File: src/rtl/spi_pkg.sv
// Shared SPI definitions for the slave receiver and the master.
// Holds the receiver state encoding and the default frame length.
package spi_pkg;

  localparam int SPI_WIDTH = 12;

  typedef enum logic [1:0] {
    IDLE,
    RECV,
    WAIT_CS
  } spi_state_e;

endpackage

File: src/rtl/spi_slave_rx_if.sv
// SPI pin bundle plus the received-frame handshake.
// The slave modport is the receiver; master drives pins and consumes frames.
interface spi_slave_rx_if
  import spi_pkg::*;
#(
  parameter int WIDTH = SPI_WIDTH
);

  logic             sclk;
  logic             cs;
  logic             mosi;
  logic [WIDTH-1:0] dout;
  logic             dout_valid;
  logic             dout_ready;
  logic             frame_err;
  logic             overrun;

  modport slave (
    input  sclk,
    input  cs,
    input  mosi,
    input  dout_ready,
    output dout,
    output dout_valid,
    output frame_err,
    output overrun
  );

  modport master (
    output sclk,
    output cs,
    output mosi,
    output dout_ready,
    input  dout,
    input  dout_valid,
    input  frame_err,
    input  overrun
  );

endinterface

File: src/rtl/spi_sync.sv
// N-flop synchronizer with rise/fall pulses on the synchronized value.
// RST_VAL sets the idle level the chain reports while in reset.
module spi_sync #(
  parameter int   STAGES  = 2,
  parameter logic RST_VAL = 1'b0
) (
  input  logic clk,
  input  logic rst,
  input  logic d,
  output logic q,
  output logic rise,
  output logic fall
);

  logic [STAGES-1:0] chain;
  logic              prev;

  always_ff @(posedge clk or posedge rst) begin
    if (rst) begin
      chain <= {STAGES{RST_VAL}};
      prev  <= RST_VAL;
    end else begin
      chain[0] <= d;
      for (int i = 1; i < STAGES; i++) begin
        chain[i] <= chain[i-1];
      end
      prev <= chain[STAGES-1];
    end
  end

  assign q    = chain[STAGES-1];
  assign rise = q & ~prev;
  assign fall = ~q & prev;

endmodule

File: src/rtl/spi_slave_rx.sv
// SPI slave receiver: oversampled sclk/cs/mosi, MSB-first frame assembly,
// single holding register with valid/ready, frame_err and overrun pulses.
module spi_slave_rx
  import spi_pkg::*;
#(
  parameter int WIDTH       = SPI_WIDTH,
  parameter int SYNC_STAGES = 2
) (
  input  logic           clk,
  input  logic           rst,
  spi_slave_rx_if.slave  bus
);

  localparam int CW = $clog2(WIDTH + 1);

  logic sclk_q, sclk_rise, sclk_fall;
  logic cs_q, cs_rise, cs_fall;
  logic mosi_q;
  logic [SYNC_STAGES-1:0] mosi_chain;

  spi_sync #(
    .STAGES  (SYNC_STAGES),
    .RST_VAL (1'b0)
  ) u_sclk_sync (
    .clk  (clk),
    .rst  (rst),
    .d    (bus.sclk),
    .q    (sclk_q),
    .rise (sclk_rise),
    .fall (sclk_fall)
  );

  spi_sync #(
    .STAGES  (SYNC_STAGES),
    .RST_VAL (1'b1)
  ) u_cs_sync (
    .clk  (clk),
    .rst  (rst),
    .d    (bus.cs),
    .q    (cs_q),
    .rise (cs_rise),
    .fall (cs_fall)
  );

  always_ff @(posedge clk or posedge rst) begin
    if (rst) begin
      mosi_chain <= '0;
    end else begin
      mosi_chain[0] <= bus.mosi;
      for (int i = 1; i < SYNC_STAGES; i++) begin
        mosi_chain[i] <= mosi_chain[i-1];
      end
    end
  end

  assign mosi_q = mosi_chain[SYNC_STAGES-1];

  logic unused_sync;
  assign unused_sync = &{1'b0, sclk_q, sclk_rise};

  // The cs chain resets to "high", so a cs held low through reset would
  // look like a fresh fall; only arm once real samples show cs high.
  logic [SYNC_STAGES:0] fill;
  logic                 armed;

  always_ff @(posedge clk or posedge rst) begin
    if (rst) begin
      fill  <= '0;
      armed <= 1'b0;
    end else begin
      fill <= {fill[SYNC_STAGES-1:0], 1'b1};
      if (fill[SYNC_STAGES] && cs_q) begin
        armed <= 1'b1;
      end
    end
  end

  spi_state_e       state, state_n;
  logic [CW-1:0]    cnt;
  logic [WIDTH-1:0] shreg;
  logic [WIDTH-1:0] frame;
  logic             last;
  logic             clear, shift, done, err;

  assign frame = {shreg[WIDTH-2:0], mosi_q};
  assign last  = (cnt == CW'(WIDTH - 1));

  always_ff @(posedge clk or posedge rst) begin
    if (rst) begin
      state <= IDLE;
    end else begin
      state <= state_n;
    end
  end

  always_comb begin
    state_n = state;
    clear   = 1'b0;
    shift   = 1'b0;
    done    = 1'b0;
    err     = 1'b0;
    unique case (state)
      IDLE: begin
        if (cs_fall && armed) begin
          state_n = RECV;
          clear   = 1'b1;
        end
      end
      RECV: begin
        if (sclk_fall && last) begin
          done    = 1'b1;
          state_n = cs_rise ? IDLE : WAIT_CS;
        end else if (cs_rise) begin
          err     = 1'b1;
          state_n = IDLE;
        end else if (sclk_fall) begin
          shift = 1'b1;
        end
      end
      WAIT_CS: begin
        if (cs_q) begin
          state_n = IDLE;
        end
      end
      default: state_n = IDLE;
    endcase
  end

  always_ff @(posedge clk or posedge rst) begin
    if (rst) begin
      cnt   <= '0;
      shreg <= '0;
    end else if (clear) begin
      cnt   <= '0;
      shreg <= '0;
    end else if (shift || done) begin
      cnt   <= cnt + 1'b1;
      shreg <= frame;
    end
  end

  logic [WIDTH-1:0] dout_r;
  logic             valid_r;
  logic             ferr_r;
  logic             ovr_r;

  always_ff @(posedge clk or posedge rst) begin
    if (rst) begin
      dout_r  <= '0;
      valid_r <= 1'b0;
      ferr_r  <= 1'b0;
      ovr_r   <= 1'b0;
    end else begin
      ferr_r <= err;
      ovr_r  <= done && valid_r && !bus.dout_ready;
      if (done && (!valid_r || bus.dout_ready)) begin
        dout_r  <= frame;
        valid_r <= 1'b1;
      end else if (valid_r && bus.dout_ready) begin
        valid_r <= 1'b0;
      end
    end
  end

  assign bus.dout       = dout_r;
  assign bus.dout_valid = valid_r;
  assign bus.frame_err  = ferr_r;
  assign bus.overrun    = ovr_r;

endmodule

File: src/flat_wrapper.sv
// flat-port wrapper written by rule: the top's interface ports become plain ports
module spi_slave_rx_flat import spi_pkg::*;
#(
  parameter int WIDTH       = SPI_WIDTH,
  parameter int SYNC_STAGES = 2
)
  (clk, rst, bus_sclk, bus_cs, bus_mosi, bus_dout_ready, bus_dout, bus_dout_valid, bus_frame_err, bus_overrun);
  spi_slave_rx_if #(.WIDTH(WIDTH)) bus_i ();
  input  logic clk;
  input  logic rst;
  input wire logic [$bits(bus_i.sclk)-1:0] bus_sclk;
  input wire logic [$bits(bus_i.cs)-1:0] bus_cs;
  input wire logic [$bits(bus_i.mosi)-1:0] bus_mosi;
  input wire logic [$bits(bus_i.dout_ready)-1:0] bus_dout_ready;
  output wire logic [$bits(bus_i.dout)-1:0] bus_dout;
  output wire logic [$bits(bus_i.dout_valid)-1:0] bus_dout_valid;
  output wire logic [$bits(bus_i.frame_err)-1:0] bus_frame_err;
  output wire logic [$bits(bus_i.overrun)-1:0] bus_overrun;
  assign bus_i.sclk = bus_sclk;
  assign bus_i.cs = bus_cs;
  assign bus_i.mosi = bus_mosi;
  assign bus_i.dout_ready = bus_dout_ready;
  assign bus_dout = bus_i.dout;
  assign bus_dout_valid = bus_i.dout_valid;
  assign bus_frame_err = bus_i.frame_err;
  assign bus_overrun = bus_i.overrun;
  spi_slave_rx #(.WIDTH(WIDTH), .SYNC_STAGES(SYNC_STAGES)) u_core (.clk(clk), .rst(rst), .bus(bus_i));
endmodule
File: config.mk
export PLATFORM = sky130hd
export DESIGN_NAME = spi_slave_rx_flat
export DESIGN_NICKNAME = d
export VERILOG_FILES = /design/src/rtl/spi_pkg.sv /design/src/rtl/spi_slave_rx_if.sv /design/src/rtl/spi_sync.sv /design/src/rtl/spi_slave_rx.sv /design/src/flat_wrapper.sv
export SDC_FILE = /design/constraint.sdc
export NUM_CORES = 1
export LEC_CHECK = 0
export CORE_ASPECT_RATIO = 0.8
export CORE_MARGIN = 5
export CORE_UTILIZATION = 45
export DETAILED_ROUTE_END_ITERATION = 16
export GPL_TIMING_DRIVEN = 0
export HOLD_SLACK_MARGIN = 0.12
export PLACE_DENSITY = 0.74
export SYNTH_ARGS = -nofsm -noshare
export SYNTH_HDL_FRONTEND = slang
export SYNTH_SLANG_ARGS = --single-unit
File: constraint.sdc
create_clock -name clk -period 2 [get_ports clk]
set_input_delay 0.4 -clock clk [delete_from_list [all_inputs] [get_ports clk]]
set_output_delay 0.4 -clock clk [all_outputs]
set_load 0.1 [all_outputs]
# Word level (Yosys, flattened, before mapping)
# Index checks and enable logic that the tools add are counted.
# W data, S select, Z words.
[totals]
regBits = 44
word_cells = 65
[op_classes]
n_addsub = 1
eq_ne = 6
muxes = 23
n_bitwise = 6
n_reduce_logical = 15
[op_table]
columns = ["cell", "count"]
rows = [
  ["$mux W11", 2],
  ["$mux W1", 13],
  ["$mux W2", 5],
  ["$mux W4", 2],
  ["$logic_and A1 B1 Y1", 7],
  ["$pmux W2 S3", 1],
  ["$add A4 B1 Y4 const B", 1],
  ["$eq A4 B4 Y1 const B", 1],
  ["$reduce_bool A2 Y1", 2],
  ["$and A1 B1 Y1", 3],
  ["$ne A3 B1 Y1 const B", 1],
  ["$not A1 Y1", 3],
  ["$reduce_and A3 Y1", 1],
  ["$eq A2 B1 Y1 const B", 1],
  ["$eq A2 B2 Y1 const B", 1],
  ["$logic_not A1 Y1", 2],
  ["$logic_not A2 Y1", 1],
  ["$logic_or A1 B1 Y1", 2],
  ["$ne A2 B1 Y1 const B", 1],
  ["$ne A2 B2 Y1 const B", 1],
]

# Longest topological paths before layout
[depth]
word_depth = 9
depth_mapped = 6
mapped_depth_nobuf = 4

# Hierarchy
# Synthesis repeated with hierarchy kept, for this count alone.
[unflattened]
cells_unflattened = 129
hier_area_um2 = 1751.7
[by_module_without_submodules]
columns = ["module", "n_inst", "cells_each", "area_each_um2", "seq_area_each_um2"]
rows = [
  ["spi_slave_rx", 1, 117, 1560.2, 950.9],
  ["spi_sync at u_core.u_cs_sync", 1, 6, 97.6, 78.8],
  ["spi_sync at u_core.u_sclk_sync", 1, 6, 93.8, 75.1],
]

# Worst setup path before layout
# Ideal clock, no wire load.
[synth_timing]
path_kind = "register -> register"
from = "reg u_core.valid_r (netlist: u_core.bus.dout_valid)"
to = "reg u_core.dout_r[0] (netlist: u_core.bus.dout[0])"
arrival_ns = 1.718
required_ns = 1.874
setup_slack_ns = 0.155
stages_incl_launch_ff = 5
n_path_buf = 1
period_less_slack_ns = 1.845
path_cell_list = "dfrtp_1 > nand2b_1 > and3_4 > buf_6 > mux2_4"
[synth_between]
elab_chain_len = 3
[synth_lines]
columns = ["element", "line_no", "source"]
rows = [
  ["from (decl)", "spi_slave_rx.sv:143", "logic valid_r;"],
  ["from (signal assigned)", "spi_slave_rx.sv:150", "valid_r <= 1'b0;"],
  ["from (signal assigned)", "spi_slave_rx.sv:158", "valid_r <= 1'b1;"],
  ["from (signal assigned)", "spi_slave_rx.sv:160", "valid_r <= 1'b0;"],
  ["$logic_not A1 Y1", "spi_slave_rx.sv:156", "if (done && (!valid_r || bus.dout_ready)) begin"],
  ["$logic_or A1 B1 Y1", "spi_slave_rx.sv:156", ""],
  ["$logic_and A1 B1 Y1", "spi_slave_rx.sv:156", ""],
  ["to (signal assigned)", "spi_slave_rx.sv:157", "dout_r <= frame;"],
  ["to (decl)", "spi_slave_rx.sv:142", "logic [WIDTH-1:0] dout_r;"],
]
# No other way between the ends.
# A chain may end at the register's enable or synchronous reset.

# Worst setup path after layout
[layout_timing]
from = "reg u_core.dout_r[8] (netlist: u_core.bus.dout[8])"
to = "out bus_dout[8]"
[layout_rtl]
columns = ["element", "line_no", "source"]
rows = [
  ["to (decl)", "flat_wrapper.sv:15", "output wire logic [$bits(bus_i.dout)-1:0] bus_dout;"],
]
# No word-level cell between the ends.

==> reports/results.tsv <==
metric	value	unit
most frequent cell after synthesis	dfrtp_1	
final WL	2880	um
Core Area	3750	sq um
Yosys top cell by area	dfrtp_1	
via count of the first global-routing pass	1055	
Die Area	5220	sq um
Power Density	871	nW/um^2
Starting DRT DRC Count	81	
Required @ worst endpoint	1600	ps
Synth Instances	120	
Via density	5.22	
Num CTS Buffers	5	
RSZ-0062 raised after global routing	false	
setup violators final	0	
Reg2Reg Depth	6	
CP Cell Sequence	dlygate4sd2_1	
fin cells	192	
synth top area cells	dfrtp_1 (59%), mux2_4 (8.6%), mux2i_1 (8.6%)	
CTS tree	yes	
Inst Count DP	184	
worst hold stages	0	
Syn Nets	127	
first-pass GRT wire length	5070	um
Leak	0.00113	uW
critical path's slowest cell	dlygate4sd2_1	
number of synthesized flops with an enable pin	0	
post-synth top area share	59.0	%
drt wl/cell	15.0	um
FFs w/ async S/R, synth	100	%
CP startpoint kind	flop	
critical path depth	1	
Buffers & Inverters on Critical Path	1	
maximum vdd ir drop	0.000565	V
status	completed	
top cells by count, synth	dfrtp_1 (41), mux2i_1 (15), o21ai_0 (11)	
Mapped Avg Cell Area	14.5	sq um
CP Max Fanout	2	
#FFs+latches synth	44	
CP max stage delay	860	ps
critical path's top delay family	buffers and inverters	
synth unique cells	27	
Die X	79.5	um
Die Ht	65.6	um
Residual DRC	0	
max cap viols	0	
hpwl dp	1980	um
Worst Clk Skew	9.44	ps
Max Slew Vio Count	0	
Filler cells	303	
Max clock buf depth	2	
Crit. End Element	output pin	
Slew @ Worst Pin	961	ps
CTS sink cnt	44	
largest net degree at the start of global routing	45	
Tot Pwr	1830	uW
Syn Std Cell Area	1740	sq um
post-route ant nets	0	
Worst-path clk slew	80	ps
Hold Crit Class	flop to flop	
H-Tree Level Count	2	
row count	20	
detailed-route via count	1002	
TritonRoute pass-1 iters	4	
min Tclk post-route	1920	ps
final net count	154	
port buffer count	20	
Post-CTS Setup Inserts	0	
Fin Setup TNS	0	ps
Top FF cell, synth	dfrtp_1	
fmax	520	MHz
global placement routability congestion	0.716	
layout cells sized above 1	23.6	%
CP Data Arrival Time	1520	ps
Initial Util	46.3	%
Rel. slew slack	36.2	%
kind of critical path	flop to output pin	
root buf cell	clkbuf_8	
post-synthesis sequential area ratio	63.5	%
Antenna Cells	0	
YS warnings	0	
Tot GR Track Use	12.9	%
Ports	21	
Final Hold Vio Count	0	
initial antenna violation count	0	
grt ovf	0	
crit share post-route	96.1	%
Worst-Skew Late Latency	300	ps
Layout area overhead	20.9	%
==> worst paths after layout <==
kind / startpoint / endpoint / slack [ps]
worst max-delay path: u_core.bus.dout[8]$_DFFE_PP0P_ / bus_dout[8] / 80
worst min-delay path: u_core.mosi_chain[0]$_DFF_PP0_ / u_core.mosi_chain[1]$_DFF_PP0_ / 360
worst max register to register: u_core.cnt[0]$_DFFE_PP0P_ / u_core.shreg[6]$_DFFE_PP0P_ / 280
worst min register to register: u_core.mosi_chain[0]$_DFF_PP0_ / u_core.mosi_chain[1]$_DFF_PP0_ / 360
max in group asynchronous: rst / u_core.mosi_chain[1]$_DFF_PP0_ / 840
min in group asynchronous: rst / u_core.fill[0]$_DFF_PP0_ / 610
==> flip-flops by register name (all words and copies together) (netlist names), 2 cells and up <==
name	flops
u_core.u_sclk_sync.chain	2
u_core.u_cs_sync.chain	2
u_core.fill	3
u_core.shreg	11
u_core.cnt	4
u_core.bus.dout	12
u_core.state	2
u_core.mosi_chain	2
==> layout by cell type (no fill, tap or decap) <==
cell,count
dfrtp_1,41
mux2i_1,15
dlygate4sd2_1,15
o21ai_0,11
mux2_4,10
clkbuf_8,7
inv_1,5
clkdlybuf4s50_1,5
nand2_1,4
buf_6,3
nor2_1,3
o21ai_1,3
dfstp_2,3
nand2b_1,2
buf_2,2
mux2_2,2
o21ai_2,2
and3b_1,1
and4bb_4,1
and3_4,1
or4b_4,1
and2_1,1
nand4_1,1
nor2b_1,1
o2bb2ai_1,1
a311o_2,1
inv_2,1
o22ai_1,1
o211ai_1,1
ha_1,1
bufinv_16,1
conb_1,1
==> power breakdown <==
part / leakage, uW / switching [uW] / total (uW) / internal [uW]
clock: 0.0000645 / 290 / 731 / 441
combinational: 0.000492 / 78.4 / 136 / 57.9
sequential: 0.000576 / 29.0 / 963 / 934
==> cell type report <==
| class | count | area, sq um | area share, % |
|---|---|---|---|
| multi-input combinational | 65 | 568 | 27.0 |
| clock inverter | 1 | 30.0 | 1.43 |
| clock buffer | 7 | 96.3 | 4.58 |
| timing repair buffer | 20 | 181 | 8.63 |
| buffer | 5 | 43.8 | 2.08 |
| sequential | 44 | 1100 | 52.6 |
| tap | 44 | 55.1 | 2.62 |
| inverter | 6 | 22.5 | 1.07 |
==> timing repair <==
item,in CTS,in global routing
setup endpoints to repair,15,0
hold buffers,0,0
resized for setup,15,0
==> cell families (layout without fill, tap and decap cells) <==
logic type,Yosys count,after routing,share of synthesized area [%]
mux,27,27,18.6
simple gates,16,16,6.19
fa+ha+maj,1,1,0.719
buf+inv,11,39,3.81
other cells,1,1,0.216
flops,44,44,63.5
compound gates,20,20,6.98
==> per-layer routing <==
metal / global-route usage, % / share of wire (%) / routed length, um
met5: 0 / 0 / 0
met4: 4.29 / 0.73 / 21
met3: 5.34 / 4.0 / 115
met2: 19.0 / 47 / 1350
met1: 17.2 / 48 / 1390
==> stage by stage <==
stage          cell area [sq um]  worst slack (ps)  utilization [%]  hold slack, ps
6_report                    2100              78.5             56.0             357
2_1_floorplan               1740               155                -             331
4_1_cts                     2100              65.3             56.0             359
5_1_grt                     2100              29.6             56.0             367
3_5_place_dp                1990               116             53.1             338
3_3_place_gp                1990              -198             53.1             333
(Power assumes the default switching activity.)
